===== src/rtl/uart_frame_loader.sv =====
// UART receiver that packs BYTES_PER_PIX bytes per pixel and writes them linearly into a frame buffer.
// Optional even parity bit when UART_FRAME_LOADER_PARITY_EN is defined (8E1); otherwise 8N1.
module uart_frame_loader #(
    parameter int BAUD_CNT_END  = 434,
    parameter int BYTES_PER_PIX = 2,
    parameter int PIX_W         = 16,
    parameter int H_PIX         = 200,
    parameter int V_PIX         = 200,
    parameter int ADDR_W        = 16,
    parameter int TIMEOUT_BITS  = 20
) (
    input  logic              sclk,
    input  logic              rst,
    input  logic              rx,
    output logic              wr_en,
    output logic [ADDR_W-1:0] wr_addr,
    output logic [PIX_W-1:0]  wr_data,
    output logic              frame_done,
    output logic              byte_err
);
    localparam int BW   = (BAUD_CNT_END > 2) ? $clog2(BAUD_CNT_END) : 1;
    localparam int TW   = $clog2(TIMEOUT_BITS + 1);
    localparam int IW   = $clog2(BYTES_PER_PIX + 1);
    localparam int PK_W = BYTES_PER_PIX * 8;

    localparam logic [BW-1:0]     BAUD_LAST = BW'(BAUD_CNT_END - 1);
    localparam logic [BW-1:0]     BAUD_HALF = BW'(BAUD_CNT_END / 2);
    localparam logic [TW-1:0]     TMO_MAX   = TW'(TIMEOUT_BITS);
    localparam logic [IW-1:0]     IDX_LAST  = IW'(BYTES_PER_PIX - 1);
    localparam logic [ADDR_W-1:0] ADDR_LAST = ADDR_W'(H_PIX * V_PIX - 1);

    typedef enum logic [2:0] {IDLE, START, DATA, PAR, STOP} state_t;

    state_t            state, state_nxt;
    logic [1:0]        rx_sync;
    logic              rx_d;
    logic              rx_q;
    logic              fall;
    logic [BW-1:0]     baud_cnt;
    logic [2:0]        bit_cnt;
    logic [7:0]        rx_byte;
    logic [IW-1:0]     byte_idx;
    logic [PK_W-1:0]   pix_sr;
    logic [PK_W-1:0]   pix_nxt;
    logic [BW-1:0]     idle_cnt;
    logic [TW-1:0]     tmo_cnt;
    logic              par_bad;
    logic              bit_tick, mid_tick;
    logic              baud_clr, shift_bit, par_smp, stop_smp;
    logic              accept, bad_byte;

    assign rx_q     = rx_sync[1];
    assign fall     = rx_d & ~rx_q;
    assign bit_tick = (baud_cnt == BAUD_LAST);
    assign mid_tick = (baud_cnt == BAUD_HALF);
    assign accept   = stop_smp & rx_q & ~par_bad;
    assign bad_byte = stop_smp & ~(rx_q & ~par_bad);
    assign pix_nxt  = PK_W'({pix_sr, rx_byte});

    always_ff @(posedge sclk) begin
        if (rst) begin
            rx_sync <= 2'b11;
            rx_d    <= 1'b1;
        end else begin
            rx_sync <= {rx_sync[0], rx};
            rx_d    <= rx_q;
        end
    end

    always_ff @(posedge sclk) begin
        if (rst) state <= IDLE;
        else     state <= state_nxt;
    end

    always_comb begin
        state_nxt = state;
        baud_clr  = 1'b0;
        shift_bit = 1'b0;
        par_smp   = 1'b0;
        stop_smp  = 1'b0;
        case (state)
            IDLE: begin
                baud_clr = 1'b1;
                if (fall) state_nxt = START;
            end
            START: begin
                // Re-check the line mid start bit; a short low pulse is treated as noise.
                if (mid_tick) begin
                    baud_clr  = 1'b1;
                    state_nxt = rx_q ? IDLE : DATA;
                end
            end
            DATA: begin
                if (bit_tick) begin
                    shift_bit = 1'b1;
`ifdef UART_FRAME_LOADER_PARITY_EN
                    if (bit_cnt == 3'd7) state_nxt = PAR;
`else
                    if (bit_cnt == 3'd7) state_nxt = STOP;
`endif
                end
            end
`ifdef UART_FRAME_LOADER_PARITY_EN
            PAR: begin
                if (bit_tick) begin
                    par_smp   = 1'b1;
                    state_nxt = STOP;
                end
            end
`endif
            STOP: begin
                // Leave at mid stop bit so the next start edge is never missed.
                if (bit_tick) begin
                    stop_smp  = 1'b1;
                    state_nxt = IDLE;
                end
            end
            default: state_nxt = IDLE;
        endcase
    end

    always_ff @(posedge sclk) begin
        if (rst) begin
            baud_cnt <= '0;
            bit_cnt  <= '0;
            rx_byte  <= '0;
        end else begin
            if (baud_clr || bit_tick) baud_cnt <= '0;
            else                      baud_cnt <= baud_cnt + 1'b1;
            if (state == START)  bit_cnt <= '0;
            else if (shift_bit)  bit_cnt <= bit_cnt + 1'b1;
            if (shift_bit) rx_byte <= {rx_q, rx_byte[7:1]};
        end
    end

`ifdef UART_FRAME_LOADER_PARITY_EN
    // Even parity: data bits plus parity bit must XOR to zero.
    always_ff @(posedge sclk) begin
        if (rst)          par_bad <= 1'b0;
        else if (par_smp) par_bad <= ^{rx_byte, rx_q};
    end
`else
    assign par_bad = 1'b0;
`endif

    always_ff @(posedge sclk) begin
        if (rst || state != IDLE || fall) begin
            idle_cnt <= '0;
            tmo_cnt  <= '0;
        end else if (idle_cnt == BAUD_LAST) begin
            idle_cnt <= '0;
            if (tmo_cnt != TMO_MAX) tmo_cnt <= tmo_cnt + 1'b1;
        end else begin
            idle_cnt <= idle_cnt + 1'b1;
        end
    end

    always_ff @(posedge sclk) begin
        if (rst) begin
            byte_idx   <= '0;
            pix_sr     <= '0;
            wr_en      <= 1'b0;
            wr_data    <= '0;
            wr_addr    <= '0;
            frame_done <= 1'b0;
            byte_err   <= 1'b0;
        end else begin
            wr_en      <= 1'b0;
            frame_done <= 1'b0;
            byte_err   <= bad_byte;
            if (wr_en) wr_addr <= (wr_addr == ADDR_LAST) ? '0 : wr_addr + 1'b1;
            if (accept) begin
                pix_sr <= pix_nxt;
                if (byte_idx == IDX_LAST) begin
                    byte_idx   <= '0;
                    wr_en      <= 1'b1;
                    wr_data    <= PIX_W'(pix_nxt);
                    frame_done <= (wr_addr == ADDR_LAST);
                end else begin
                    byte_idx <= byte_idx + 1'b1;
                end
            end else if (state == IDLE && tmo_cnt == TMO_MAX && byte_idx != '0) begin
                byte_idx <= '0;
            end
        end
    end
endmodule


===== config.mk =====
export PLATFORM = sky130hd
export DESIGN_NAME = uart_frame_loader
export DESIGN_NICKNAME = d
export VERILOG_FILES = /design/src/rtl/uart_frame_loader.sv
export SDC_FILE = /design/constraint.sdc
export NUM_CORES = 1
export LEC_CHECK = 0
export BUFFER_PORTS_ARGS = -buffer_cell sky130_fd_sc_hd__buf_4
export CORE_UTILIZATION = 59
export CTS_BUF_LIST = sky130_fd_sc_hd__clkbuf_4 sky130_fd_sc_hd__clkbuf_8 sky130_fd_sc_hd__clkbuf_16
export CTS_CLUSTER_DIAMETER = 100
export CTS_CLUSTER_SIZE = 16
export DETAILED_ROUTE_END_ITERATION = 10
export GPL_TIMING_DRIVEN = 0
export HOLD_SLACK_MARGIN = 0.12
export PLACE_DENSITY = 0.89
export SLEW_MARGIN = 20
export SYNTH_ARGS = -nofsm -noshare
export SYNTH_HDL_FRONTEND = slang
export SYNTH_SLANG_ARGS = --single-unit

===== constraint.sdc =====
create_clock -name sclk -period 4 [get_ports sclk]
set_clock_uncertainty 0.15 [all_clocks]
set_input_delay 0.2 -clock sclk [delete_from_list [all_inputs] [get_ports sclk]]
set_output_delay 0.2 -clock sclk [all_outputs]
set_load 0.05 [all_outputs]

==> impl_results.md <==
* Slowest cell on crit path: dfxtp_1
* Ports at 38
* Final-report hold violation count at 0
* CTS buffer count at 9
* Multi-input gate area in the final layout at 1889 um2
* Top cells by area, synth: dfxtp_1 45%, nand4_1 4.5%, a21oi_1 4.3%
* Final wirelength at 7.929 mm
* Syn Inst Count at 413
* Fin Setup TNS at 0 ns
* Top FF cell, synth: dfxtp_1
* Max Cap Viol at 0
* Initial antenna violation count at 0
* Worst hold-check path type: reg -> reg
* Yosys top cell area share at 45.29%
* Root Buffer: clkbuf_8
* CTS Sinks at 85
* Reg2Reg Capture Point: wr_addr[7]
* CP delay by family, top: buffers and inverters
* FP Rows at 28
* Largest net degree at the start of global routing at 16
* Clock Tree Buf Depth at 2
* RSZ-0062 raised after global routing: no
* Area growth, synth to finish at 16.32%
* Crit-path max cell delay at 0.50 ns
* Post-CTS resize count at 0
* Final Setup Violations at 0
* Flops & latches, synth at 85
* Yosys cell types at 51
* Most common cell in the netlist: dfxtp_1
* Post-Syn Nets at 425
* Worst-path clk slew at 0.09 ns
* Crit-path max FO at 10
* Worst Setup End Kind: register
* Kind of start point of the critical path: register
* Fraction of registers with async set/reset at 0%
* ANT cells at 0
* Final Net Count at 475
* Post-DP HPWL at 5.387 mm
* Register Area at 1702 um2
* First-pass DRT Iterations at 4
* Number of enable flip-flop cells after synthesis at 0
* Top cells by count, synth: 85 x dfxtp_1, 41 x nor2_1, 32 x a21oi_1, 29 x o21ai_0, 27 x nand4_1
* Peak supply drop at 0.2618 mV
* Gpl congestion at 0.8505
* Critical path arrival at 2.26 ns
* Period utilization at 53.94%
* CTS tree: built
* Data required, critical path at 4.10 ns
* DR WL/cell at 14.60 um
* Core Region at 6026 um2
* CP Class: reg -> reg
* Die Wd at 81.80 um
* Port bufs at 37
* Share of layout cells above drive strength 1 at 17.31%
* Worst r2r src: wr_addr[0]
* Syn_area_per_cell at 9.098 um2
* Worst-path cell chain: ha_1 -> clkbuf_1 -> and2_1 -> a41o_1 -> buf_2 -> nor2_1
* Worst-Margin Slew at 0.5370 ns
* Die Ht at 81.80 um
* Leading area contributor after synthesis: dfxtp_1
* CP Depth at 6
* GRT Total Usage at 25.66%
* Reg2Reg Setup Slack at 1.84 ns
* Vias in the first global route at 2913
* DRC violations left at 0
* Via density at 5.873
* Initial Util at 62.35%
* P per Cell Area at 367.6 nW/um2
* Htree depth at 3
* Total global routing overflow at 0
* Synth warn at 0
* Status: finished, final reports clean
* Via count at 3189
* Max-slew violations at 0
* Seq/Total Area, Yosys at 45.29%
* First-pass GRT wire length at 13.27 mm
* Mapped Area at 3757 um2
* Worst Reg2Reg Path Length in Cells at 6
* Bufs and invs on worst path at 2
* Leakage power at 0.001563 uW
* Initial DRC Count at 177
* Hold Worst Slack at 0.2883 ns
* Fin crit period at 2.157 ns
* Max-slew headroom at 64.20%
* Fillcell total at 451
* Critical path launch point: wr_addr[0]
* FMAX at 463.5 MHz
* Full die area at 6691 um2
* Worst skew pair latency at 0.36 ns
* CP endpoint: wr_addr[7]
* Final ANT Viol Nets at 0
* Post-route total power at 1607 uW
how the worst min path moves through the flow:
| stage | start | end | slack (ns) | cells after the start |
|---|---|---|---|---|
| 6_report | rx_sync[0] | rx_sync[1] | 0.29 | 1 |
| 5_1_grt | rx_sync[0] | rx_sync[1] | 0.29 | 1 |
| 4_1_cts | rx_sync[0] | rx_sync[1] | 0.28 | 1 |
| 3_5_place_dp | rx | rx_sync[0] | 0.25 | 2 |
| 3_3_place_gp | rx | rx_sync[0] | 0.25 | 2 |
| 2_1_floorplan | rx | rx_sync[0] | 0.15 | 1 |
state kept, by name, indices dropped and copies added, names as in the netlist:
register    count
baud_cnt        9
bit_cnt         3
byte_err        1
byte_idx        2
frame_done      1
idle_cnt        9
pix_sr          8
rx_byte         8
rx_d            1
rx_sync         2
state           3
tmo_cnt         5
wr_addr        16
wr_data        16
wr_en           1
report_power, final:
part	internal [uW]	leakage, uW	switching [uW]
Clock	355	0.000106	323
Sequential	853	0.000686	7.81
Combinational	27.9	0.000771	40.7
final cells by class:
type | count | area share, %
Buffer | 26 | 3.035
Clock buffer | 9 | 2.834
Clock inverter | 7 | 2.233
Inverter | 9 | 0.7730
Multi-Input combinational cell | 293 | 43.23
Sequential cell | 85 | 38.93
Tap cell | 75 | 2.147
Timing Repair Buffer | 39 | 6.814
through the flow:
stage	instance area [um2]	util, %	instances	setup WS (ns)
after floorplan	3757	-	413	1.891
after global placement	4129	68.52	525	1.967
after detailed placement	4129	68.52	525	1.913
after CTS	4370	72.53	543	1.884
after global routing	4370	72.53	543	1.669
final	4370	72.53	543	1.843
what timing repair did:
item	4_1_cts	5_1_grt
endpoints found under the hold margin	8	0
hold buffers	2	0
setup buffers	0	0
cell families after synthesis:
group	after synthesis	share of synthesized area [%]
AOI/OAI and AO/OA	73	11.12
xor gates and xnor gates	28	6.527
adders and majority gates	9	2.997
buffers and inverters	35	4.429
DFF	85	45.29
muxes	15	4.062
and+or+nand+nor	168	25.57
routing by layer:
metal | global-route usage [%] | up-vias | part of all wire [%]
met5 | 0 | - | 0
met1 | 31.49 | 1509 | 45
met2 | 43.06 | 86 | 48
met4 | 12.46 | 0 | 2.5
li1 | - | 1572 | -
met3 | 4.667 | 22 | 4.0
layout by cell type, fill, tap and decap left out, types with 3 or more instances in the layout:
master | netlist | routed
a21oi_1 | 32 | 32
and2_1 | 3 | 3
and3_1 | 3 | 3
and4_1 | 5 | 5
buf_2 | 6 | 6
buf_4 | 1 | 38
buf_6 | 3 | 3
clkbuf_1 | 14 | 14
clkbuf_8 | 0 | 9
dfxtp_1 | 85 | 85
ha_1 | 9 | 9
inv_1 | 9 | 9
mux2i_1 | 13 | 13
nand2_1 | 14 | 14
nand2b_1 | 4 | 4
nand3_1 | 19 | 19
nand3b_1 | 3 | 3
nand4_1 | 27 | 27
nand4b_1 | 3 | 3
nor2_1 | 41 | 41
nor3_1 | 16 | 16
nor3b_1 | 3 | 3
o21ai_0 | 29 | 29
or2_2 | 3 | 3
or3_1 | 5 | 5
xnor2_1 | 15 | 15
xor2_1 | 13 | 13
Note: power is estimated with default switching activity, not from simulation.
